<file path="src/rtl/hazard_forward_unit_pkg.sv">
// Shared constants for the hazard/forwarding controller and the execute-stage forward muxes.
package hazard_forward_unit_pkg;

    localparam int REG_ADDR_W = 5;

    typedef logic [1:0] fwd_sel_t;

    localparam fwd_sel_t FWD_REG = 2'b00;
    localparam fwd_sel_t FWD_WB  = 2'b01;
    localparam fwd_sel_t FWD_MEM = 2'b10;

endpackage

</file>
<file path="src/rtl/hazard_forward_unit_forward_select.sv">
// Combinational forward-source select for one execute-stage operand.
module hazard_forward_unit_forward_select
    import hazard_forward_unit_pkg::*;
#(
    parameter int ADDR_W = hazard_forward_unit_pkg::REG_ADDR_W
) (
    input  logic              en,
    input  logic [ADDR_W-1:0] src,
    input  logic [ADDR_W-1:0] mem_wr,
    input  logic              mem_regwrite,
    input  logic [ADDR_W-1:0] wb_wr,
    input  logic              wb_regwrite,
    output fwd_sel_t          sel
);

    always_comb begin
        sel = FWD_REG;
        // $0 is hard-wired, so a match on it must never redirect the operand.
        if (en && (src != '0)) begin
            if (mem_regwrite && (mem_wr == src)) begin
                sel = FWD_MEM;
            end else if (wb_regwrite && (wb_wr == src)) begin
                sel = FWD_WB;
            end
        end
    end

endmodule

</file>
<file path="src/rtl/hazard_forward_unit.sv">
// Hazard detection and forwarding control for the 5-stage pipeline.
// Define HAZARD_FORWARD_EN for forwarding + load-use stall; otherwise it is a full interlock.
module hazard_forward_unit #(
    parameter int REG_ADDR_W = hazard_forward_unit_pkg::REG_ADDR_W,
    parameter int CNT_W      = 16
) (
    input  logic                  Clk,
    input  logic                  Rst,
    input  logic [REG_ADDR_W-1:0] ID_Rs,
    input  logic [REG_ADDR_W-1:0] ID_Rt,
    input  logic [REG_ADDR_W-1:0] EX_Rs,
    input  logic [REG_ADDR_W-1:0] EX_Rt,
    input  logic                  EX_UsesRt,
    input  logic [REG_ADDR_W-1:0] EX_WriteRegister,
    input  logic                  EX_RegWrite,
    input  logic                  EX_MemRead,
    input  logic                  BranchFlush,
    output logic [1:0]            ForwardA,
    output logic [1:0]            ForwardB,
    output logic                  PCWrite,
    output logic                  IFIDWrite,
    output logic                  IFIDFlush,
    output logic                  IDEXFlush,
    output logic [CNT_W-1:0]      StallCount
);
    import hazard_forward_unit_pkg::*;

`ifdef HAZARD_FORWARD_EN
    localparam bit FWD_ON = 1'b1;
`else
    localparam bit FWD_ON = 1'b0;
`endif

    logic [REG_ADDR_W-1:0] mem_wr_q, mem_wr_d;
    logic                  mem_regwrite_q, mem_regwrite_d;
    logic [REG_ADDR_W-1:0] wb_wr_q, wb_wr_d;
    logic                  wb_regwrite_q, wb_regwrite_d;
    logic                  idex_flush_q, idex_flush_d;
    logic [CNT_W-1:0]      stall_cnt_q, stall_cnt_d;

    logic                  load_use;
    logic                  dep_rs;
    logic                  dep_rt;
    logic                  stall;

    logic [1:0][REG_ADDR_W-1:0] fwd_src;
    logic [1:0]                 fwd_en;
    fwd_sel_t [1:0]             fwd_sel;

    assign fwd_src[0] = EX_Rs;
    assign fwd_src[1] = EX_Rt;
    assign fwd_en[0]  = FWD_ON;
    assign fwd_en[1]  = FWD_ON & EX_UsesRt;

    generate
        for (genvar gi = 0; gi < 2; gi++) begin : g_fwd
            hazard_forward_unit_forward_select #(
                .ADDR_W(REG_ADDR_W)
            ) u_sel (
                .en          (fwd_en[gi]),
                .src         (fwd_src[gi]),
                .mem_wr      (mem_wr_q),
                .mem_regwrite(mem_regwrite_q),
                .wb_wr       (wb_wr_q),
                .wb_regwrite (wb_regwrite_q),
                .sel         (fwd_sel[gi])
            );
        end
    endgenerate

    assign ForwardA   = fwd_sel[0];
    assign ForwardB   = fwd_sel[1];
    assign StallCount = stall_cnt_q;

    always_comb begin
        load_use = EX_MemRead && EX_RegWrite && (EX_WriteRegister != '0) &&
                   ((EX_WriteRegister == ID_Rs) || (EX_WriteRegister == ID_Rt));
        // Interlock mode: hold a dependent instruction until its producer reaches WB.
        dep_rs = (ID_Rs != '0) &&
                 ((EX_RegWrite && (EX_WriteRegister == ID_Rs)) ||
                  (mem_regwrite_q && (mem_wr_q == ID_Rs)));
        dep_rt = (ID_Rt != '0) &&
                 ((EX_RegWrite && (EX_WriteRegister == ID_Rt)) ||
                  (mem_regwrite_q && (mem_wr_q == ID_Rt)));
        stall = FWD_ON ? load_use : (dep_rs || dep_rt);

        // A taken branch squashes the stalled instruction, so it wins over a stall.
        PCWrite   = Rst || BranchFlush || !stall;
        IFIDWrite = Rst || BranchFlush || !stall;
        IFIDFlush = !Rst && BranchFlush;
        IDEXFlush = !Rst && (BranchFlush || stall);
    end

    always_comb begin
        mem_wr_d       = EX_WriteRegister;
        // The cycle after a flush, EX holds a bubble that must not be forwarded.
        mem_regwrite_d = EX_RegWrite && !idex_flush_q;
        wb_wr_d        = mem_wr_q;
        wb_regwrite_d  = mem_regwrite_q;
        idex_flush_d   = IDEXFlush;
        stall_cnt_d    = stall_cnt_q;
        if (!PCWrite && (stall_cnt_q != {CNT_W{1'b1}})) begin
            stall_cnt_d = stall_cnt_q + {{(CNT_W-1){1'b0}}, 1'b1};
        end
    end

    always_ff @(posedge Clk or posedge Rst) begin
        if (Rst) begin
            mem_wr_q       <= '0;
            mem_regwrite_q <= 1'b0;
            wb_wr_q        <= '0;
            wb_regwrite_q  <= 1'b0;
            idex_flush_q   <= 1'b0;
            stall_cnt_q    <= '0;
        end else begin
            mem_wr_q       <= mem_wr_d;
            mem_regwrite_q <= mem_regwrite_d;
            wb_wr_q        <= wb_wr_d;
            wb_regwrite_q  <= wb_regwrite_d;
            idex_flush_q   <= idex_flush_d;
            stall_cnt_q    <= stall_cnt_d;
        end
    end

endmodule
</file>
<file path="config.mk">
export PLATFORM = sky130hd
export DESIGN_NAME = hazard_forward_unit
export DESIGN_NICKNAME = d
export VERILOG_FILES = /design/src/rtl/hazard_forward_unit_pkg.sv /design/src/rtl/hazard_forward_unit_forward_select.sv /design/src/rtl/hazard_forward_unit.sv
export SDC_FILE = /design/constraint.sdc
export NUM_CORES = 1
export LEC_CHECK = 0
export CAP_MARGIN = 20
export CORE_ASPECT_RATIO = 1.1
export CORE_MARGIN = 2
export CORE_UTILIZATION = 35
export DETAILED_ROUTE_END_ITERATION = 7
export PLACE_DENSITY = 0.76
export REMOVE_ABC_BUFFERS = 1
export SLEW_MARGIN = 20
export SYNTH_ARGS = -nofsm -noshare
export SYNTH_HDL_FRONTEND = slang
export SYNTH_SLANG_ARGS = --single-unit
export TNS_END_PERCENT = 100
</file>
<file path="constraint.sdc">
create_clock -name Clk -period 2.25 [get_ports Clk]
set_input_delay 0.45 -clock Clk [delete_from_list [all_inputs] [get_ports Clk]]
set_output_delay 0.45 -clock Clk [all_outputs]
set_load 0.1 [all_outputs]
</file>
---- After elaboration in Yosys (flattened, before gate mapping) ----
Index checks and enable logic that the tools add are counted.
cells by class
  eq/ne operators ......................... 5
  order comparisons ....................... 0
  reductions and logical operators ........ 22
  bitwise logic cells ..................... 0
  $mul .................................... 0
  shift operators ......................... 0
  $add $sub $neg .......................... 1
  divide/modulo/power cells ............... 0
  muxes and demuxes ....................... 0
operator list
  kind                                                             number
  5-bit == test                                                    4
  16-bit by 1-bit adder with 16-bit output, second input constant  1
  16-bit inequality test, second input constant                    1
  1-bit logical AND                                                10
  5-bit nonzero test                                               2
  1-bit logical OR                                                 6
  1-bit logical NOT                                                4
word-level totals
  RAM bits ................................ 0
  latch bits .............................. 0
  output and inout port bits .............. 24
  logic and storage cells ................. 32
  memories ................................ 0
  register bits after elaboration ......... 23
  ROM bits ................................ 0

---- Depth between registers and ports, before layout ----
Gate-level depths: netlist of the first run.
  depth in word-level cells ............... 9
  depth in mapped cells ................... 8

---- Modules after synthesis ----
From an unflattened synthesis of the first run, not the netlist that was laid out.
second synthesis, totals
  cell total of the unflattened synthesis .. 163
  area, all modules ....................... 1,800.5 µm²
by module, submodules not included
  module                              cells an instance  area an instance (µm²)  sequential area each (µm²)  times used
  hazard_forward_unit                 127                1,495.2                 725.7                       1
  hazard_forward_unit_forward_select  18                 152.6                   0.0                         2

---- Least setup slack after synthesis of the first run ----
No wires, ideal clock.
  kind .................................... input-to-output
  from .................................... input port EX_WriteRegister[2]
  to ...................................... output port IDEXFlush
  arrival time ............................ 2.749 ns
  buffers on the path ..................... 1
  path slack .............................. -0.949 ns
  data required time ...................... 1.800 ns
  stages .................................. 7
  cell sequence ........................... xor2_1 > nor4_1 > a32oi_1 > o211ai_4 > buf_6 > nor2_1 > nor2_1
on the way
  cells in the longest elaborated chain, start to end .. 7
  elaborated cells between the ends (all ways) .. 11
  those cells by class .................... 2 x eq/ne; 9 x reduce/logical
ends and longest elaborated chain
  element                               RTL line                                              text
  start: declaration                    hazard_forward_unit.sv:14                             input logic [REG_ADDR_W-1:0] EX_WriteRegister,
  5-bit == test (on tied branches)      hazard_forward_unit.sv:80, hazard_forward_unit.sv:83
  1-bit logical AND (on tied branches)  hazard_forward_unit.sv:80, hazard_forward_unit.sv:83
  1-bit logical OR (on tied branches)   hazard_forward_unit.sv:80, hazard_forward_unit.sv:83
  1-bit logical AND (on tied branches)  hazard_forward_unit.sv:79, hazard_forward_unit.sv:82
  1-bit logical OR (*)                  hazard_forward_unit.sv:85                             stall = FWD_ON ? load_use : (dep_rs || dep_rt);
  1-bit logical OR (*)                  hazard_forward_unit.sv:91                             IDEXFlush = !Rst && (BranchFlush || stall);
  1-bit logical AND (*)                 hazard_forward_unit.sv:91
  end: declaration                      hazard_forward_unit.sv:23                             output logic IDEXFlush,
Every way passes the cells marked *; elsewhere a longest branch is shown, timed or not.

---- Worst setup path after layout of the first run ----
  from .................................... register mem_wr_q[1]
  to ...................................... output port IFIDWrite
on the way
  cells in the longest elaborated chain, start to end .. 7
  elaborated cells between the ends (all ways) .. 11
  those cells by class .................... 2 x eq/ne; 9 x reduce/logical
ends and longest elaborated chain
  element                               RTL line                                              text
  start: declaration                    hazard_forward_unit.sv:34                             logic [REG_ADDR_W-1:0] mem_wr_q, mem_wr_d;
  start signal: assignment              hazard_forward_unit.sv:116                            mem_wr_q <= mem_wr_d;
  5-bit == test (on tied branches)      hazard_forward_unit.sv:81, hazard_forward_unit.sv:84
  1-bit logical AND (on tied branches)  hazard_forward_unit.sv:81, hazard_forward_unit.sv:84
  1-bit logical OR (on tied branches)   hazard_forward_unit.sv:80, hazard_forward_unit.sv:83
  1-bit logical AND (on tied branches)  hazard_forward_unit.sv:79, hazard_forward_unit.sv:82
  1-bit logical OR (*)                  hazard_forward_unit.sv:85
  1-bit logical NOT (*)                 hazard_forward_unit.sv:89                             IFIDWrite = Rst || BranchFlush || !stall;
  1-bit logical OR (*)                  hazard_forward_unit.sv:89
  end: declaration                      hazard_forward_unit.sv:21                             output logic IFIDWrite,
Marked as above.

==> results of run 1 <==
power groups by stage:
stage / Sequential, mW / Clock, mW / Combinational (mW)
5_1_grt: 0.470 / 0.283 / 0.415
4_1_cts: 0.467 / 0.265 / 0.388
6_report: 0.467 / 0.263 / 0.392
3_5_place_dp: 0.475 / 0 / 0.376
2_1_floorplan: 0.597 / 0 / 0.128
3_3_place_gp: 0.475 / 0 / 0.372
state kept, by name, indices dropped and copies added, names as in the netlist:
| signal | count |
|---|---|
| idex_flush_q | 1 |
| mem_wr_q | 5 |
| StallCount | 16 |
| mem_regwrite_q | 1 |
final timing paths:
check	start	endpoint	depth (start not counted)
worst min-delay path	idex_flush_q	mem_regwrite_q	1
worst max-delay path	mem_wr_q[1]	IFIDWrite	7
max in group asynchronous	Rst	mem_wr_q[4]	3
worst min register to register	idex_flush_q	mem_regwrite_q	1
worst max register to register	mem_wr_q[1]	StallCount[1]	8
min in group asynchronous	Rst	StallCount[12]	3
per-stage QoR:
stage | total power, mW | worst slack (ns)
2_1_floorplan | 0.7250 | -0.9074
3_3_place_gp | 0.8462 | -0.5115
3_5_place_dp | 0.8511 | -0.5139
4_1_cts | 1.119 | -0.1039
5_1_grt | 1.168 | -0.1456
6_report | 1.123 | -0.06487
routing by layer:
| layer | wire length, µm | global-route usage | share of wire |
|---|---|---|---|
| met5 | 0 | 0 | 0 |
| met4 | 45 | 0.05833 | 0.014 |
| met3 | 165 | 0.03084 | 0.052 |
| met2 | 1524 | 0.2819 | 0.48 |
| met1 | 1423 | 0.2090 | 0.45 |
cell usage after synthesis, types with 2 or more instances:
| cell type | number |
|---|---|
| and2_4 | 2 |
| and3_1 | 4 |
| buf_4 | 5 |
| buf_6 | 2 |
| dfrtp_1 | 23 |
| inv_1 | 4 |
| nand2_1 | 5 |
| nand3_1 | 11 |
| nand4_1 | 11 |
| nor2_1 | 11 |
| nor2b_1 | 2 |
| nor3_1 | 2 |
| nor4_1 | 4 |
| xnor2_1 | 18 |
| xor2_1 | 17 |
worst max-delay path: stages, from the launching register on:
cell,delay (ns)
dfrtp_1,0.40
xor2_1,0.17
nor4_2,0.30
a32oi_2,0.11
o211ai_4,0.23
buf_6,0.14
nand2_4,0.06
buf_12,0.18
cells by family after synthesis:
kind of cell | count (synthesis) | share of synthesized area
compound gates | 3 | 0.02796
xor+xnor | 35 | 0.2283
fa+ha+maj | 1 | 0.009318
buf+inv | 11 | 0.05592
flops | 23 | 0.4287
mux | 1 | 0.01118
other cells | 1 | 0.002793
simple gates | 58 | 0.2358
layout make-up:
type | instances | area, µm² | share of cell area
Multi-Input combinational cell | 102 | 789.5 | 0.4042
Tap cell | 50 | 62.56 | 0.03203
Sequential cell | 23 | 575.6 | 0.2947
Timing Repair Buffer | 53 | 465.4 | 0.2383
Inverter | 4 | 15.01 | 0.007687
Clock buffer | 4 | 45.04 | 0.02306
what timing repair did:
action / 4_1_cts / 5_1_grt
gates resized for setup: 52 / 8
setup endpoints to repair: 5 / 5
buffers inserted: 4 / 0
pin swaps: 15 / 5
==> impl_metrics.toml, run 1 <==
[synth]
ys_warn_count = 0
syn_area_um2 = 1343
ys.flop_type = "dfrtp_1"
synth.top_cell.area_share = 0.4287
synth_area_leaders = "dfrtp_1, xnor2_1, xor2_1"
yosysUniqueCellTypes = 27
synth_area_leader_cell = "dfrtp_1"
syn_inst = 133
synth-async-reset-ratio = 1.000
ys_seq_elements = 23
synth-edff-count = 0
ys_seq_area_frac = 0.4287
avgSynthCellArea_um2 = 10.09

[floorplan]
die_h_um = 68.96
dieArea_um2 = 4348
rows = 23
num_io_pins = 55
start_util = 0.3673
die_w_um = 63.05
core_area_um2 = 3655

[sta]
min_period_ns = 2.315
whs_ns = 0.4206
rsz0062_at_grt = "true"
worst_slack_ns = -0.06487
hold_viol = 0
period_share = 1.029
tns_ns = -0.1842
finalClockSkew_ns = 0.01003
fmax_mhz = 432.0
slew_violations = 0
setup_violations = 3

[drt]
drt_first_pass_iters = 4
first_iter_violations = 59
drc_errors = 0
wl_per_cell_um = 13.38
dr_total_vias = 1113
detail-route-antenna-nets = 0
avgViaCountPerCell = 4.716
totalWireLength_um = 3158

[global_routing]
globalRouteOverflowTotal = 0
grt_pass1_wl_um = 5451
grt_antenna_before_repair = 0
grt_pass1_vias = 1127
grt_usage = 0.1639
grt_max_degree = 24

[pwr]
power_density_nw_per_um2 = 574.8
sw_frac_of_total = 0.3896
pwr-share-clk = 0.235
max-vdd-ir-drop_v = 0.0005760
p_sw_uw = 437.4
p_leak_nw = 0.8724
p_seq_frac = 0.416
p_int_uw = 685.2
comb_power_share = 0.349

[finish]
final_common_cell = "buf_4"
final_design_area_no_fill_um2 = 1953
areaGrowthSynthToFinish_pct = 45.48
final_layout_size_suffix_gt1_frac = 0.3602
final_util = 0.5344
layout_common_cells = "buf_4, dfrtp_1, xnor2_1"
nets = 219
num-fill-cells = 334
fin_cells = 236
diodes = 0

[job]
cap_violations = 0

[critical_path]
cp_max_fo = 2
reg2reg_slack_ns = 0.14
end_kind = "primary output"
worst_setup_path_start_kind = "flop"
arrival_ns = 1.86
worstSetupPathType = "flop to primary output"
required_ns = 1.80

[placement]
placed_cells = 229
io_buffers = 38
placed_cell_area_um2 = 1827
globalplace.congestion = 0.7922
dp_hpwl_um = 2300

[clocking]
cts_buffer_depth = 2
worstSkewPairLatency_ns = 0.27
clk_pin_slew_worst_paths_ns = 0.09
htreeDepth = 1
cts_tree = "built"
ctsHoldBuffers = 0
numCtsBuffers = 3
cts.sinks = 23
cts_root_buffer = "clkbuf_8"

[status]
violations = "setup timing"
status = "finished with violations"

[hold_path]
hold_class = "flop to flop"
No activity file was read; power rests on OpenSTA's default activity.
==> inputs of run 2 (changes only) <==
--- a/config.mk
+++ b/config.mk
@@ -5,6 +5,7 @@
 export SDC_FILE = /design/constraint.sdc
 export NUM_CORES = 1
 export LEC_CHECK = 0
+export ABC_CLOCK_PERIOD_IN_PS = 2250
 export CAP_MARGIN = 20
 export CORE_ASPECT_RATIO = 1.1
 export CORE_MARGIN = 2
==> results of run 2 <==
Same layout as run 1: the final DEF is identical, and so are final timing and power.
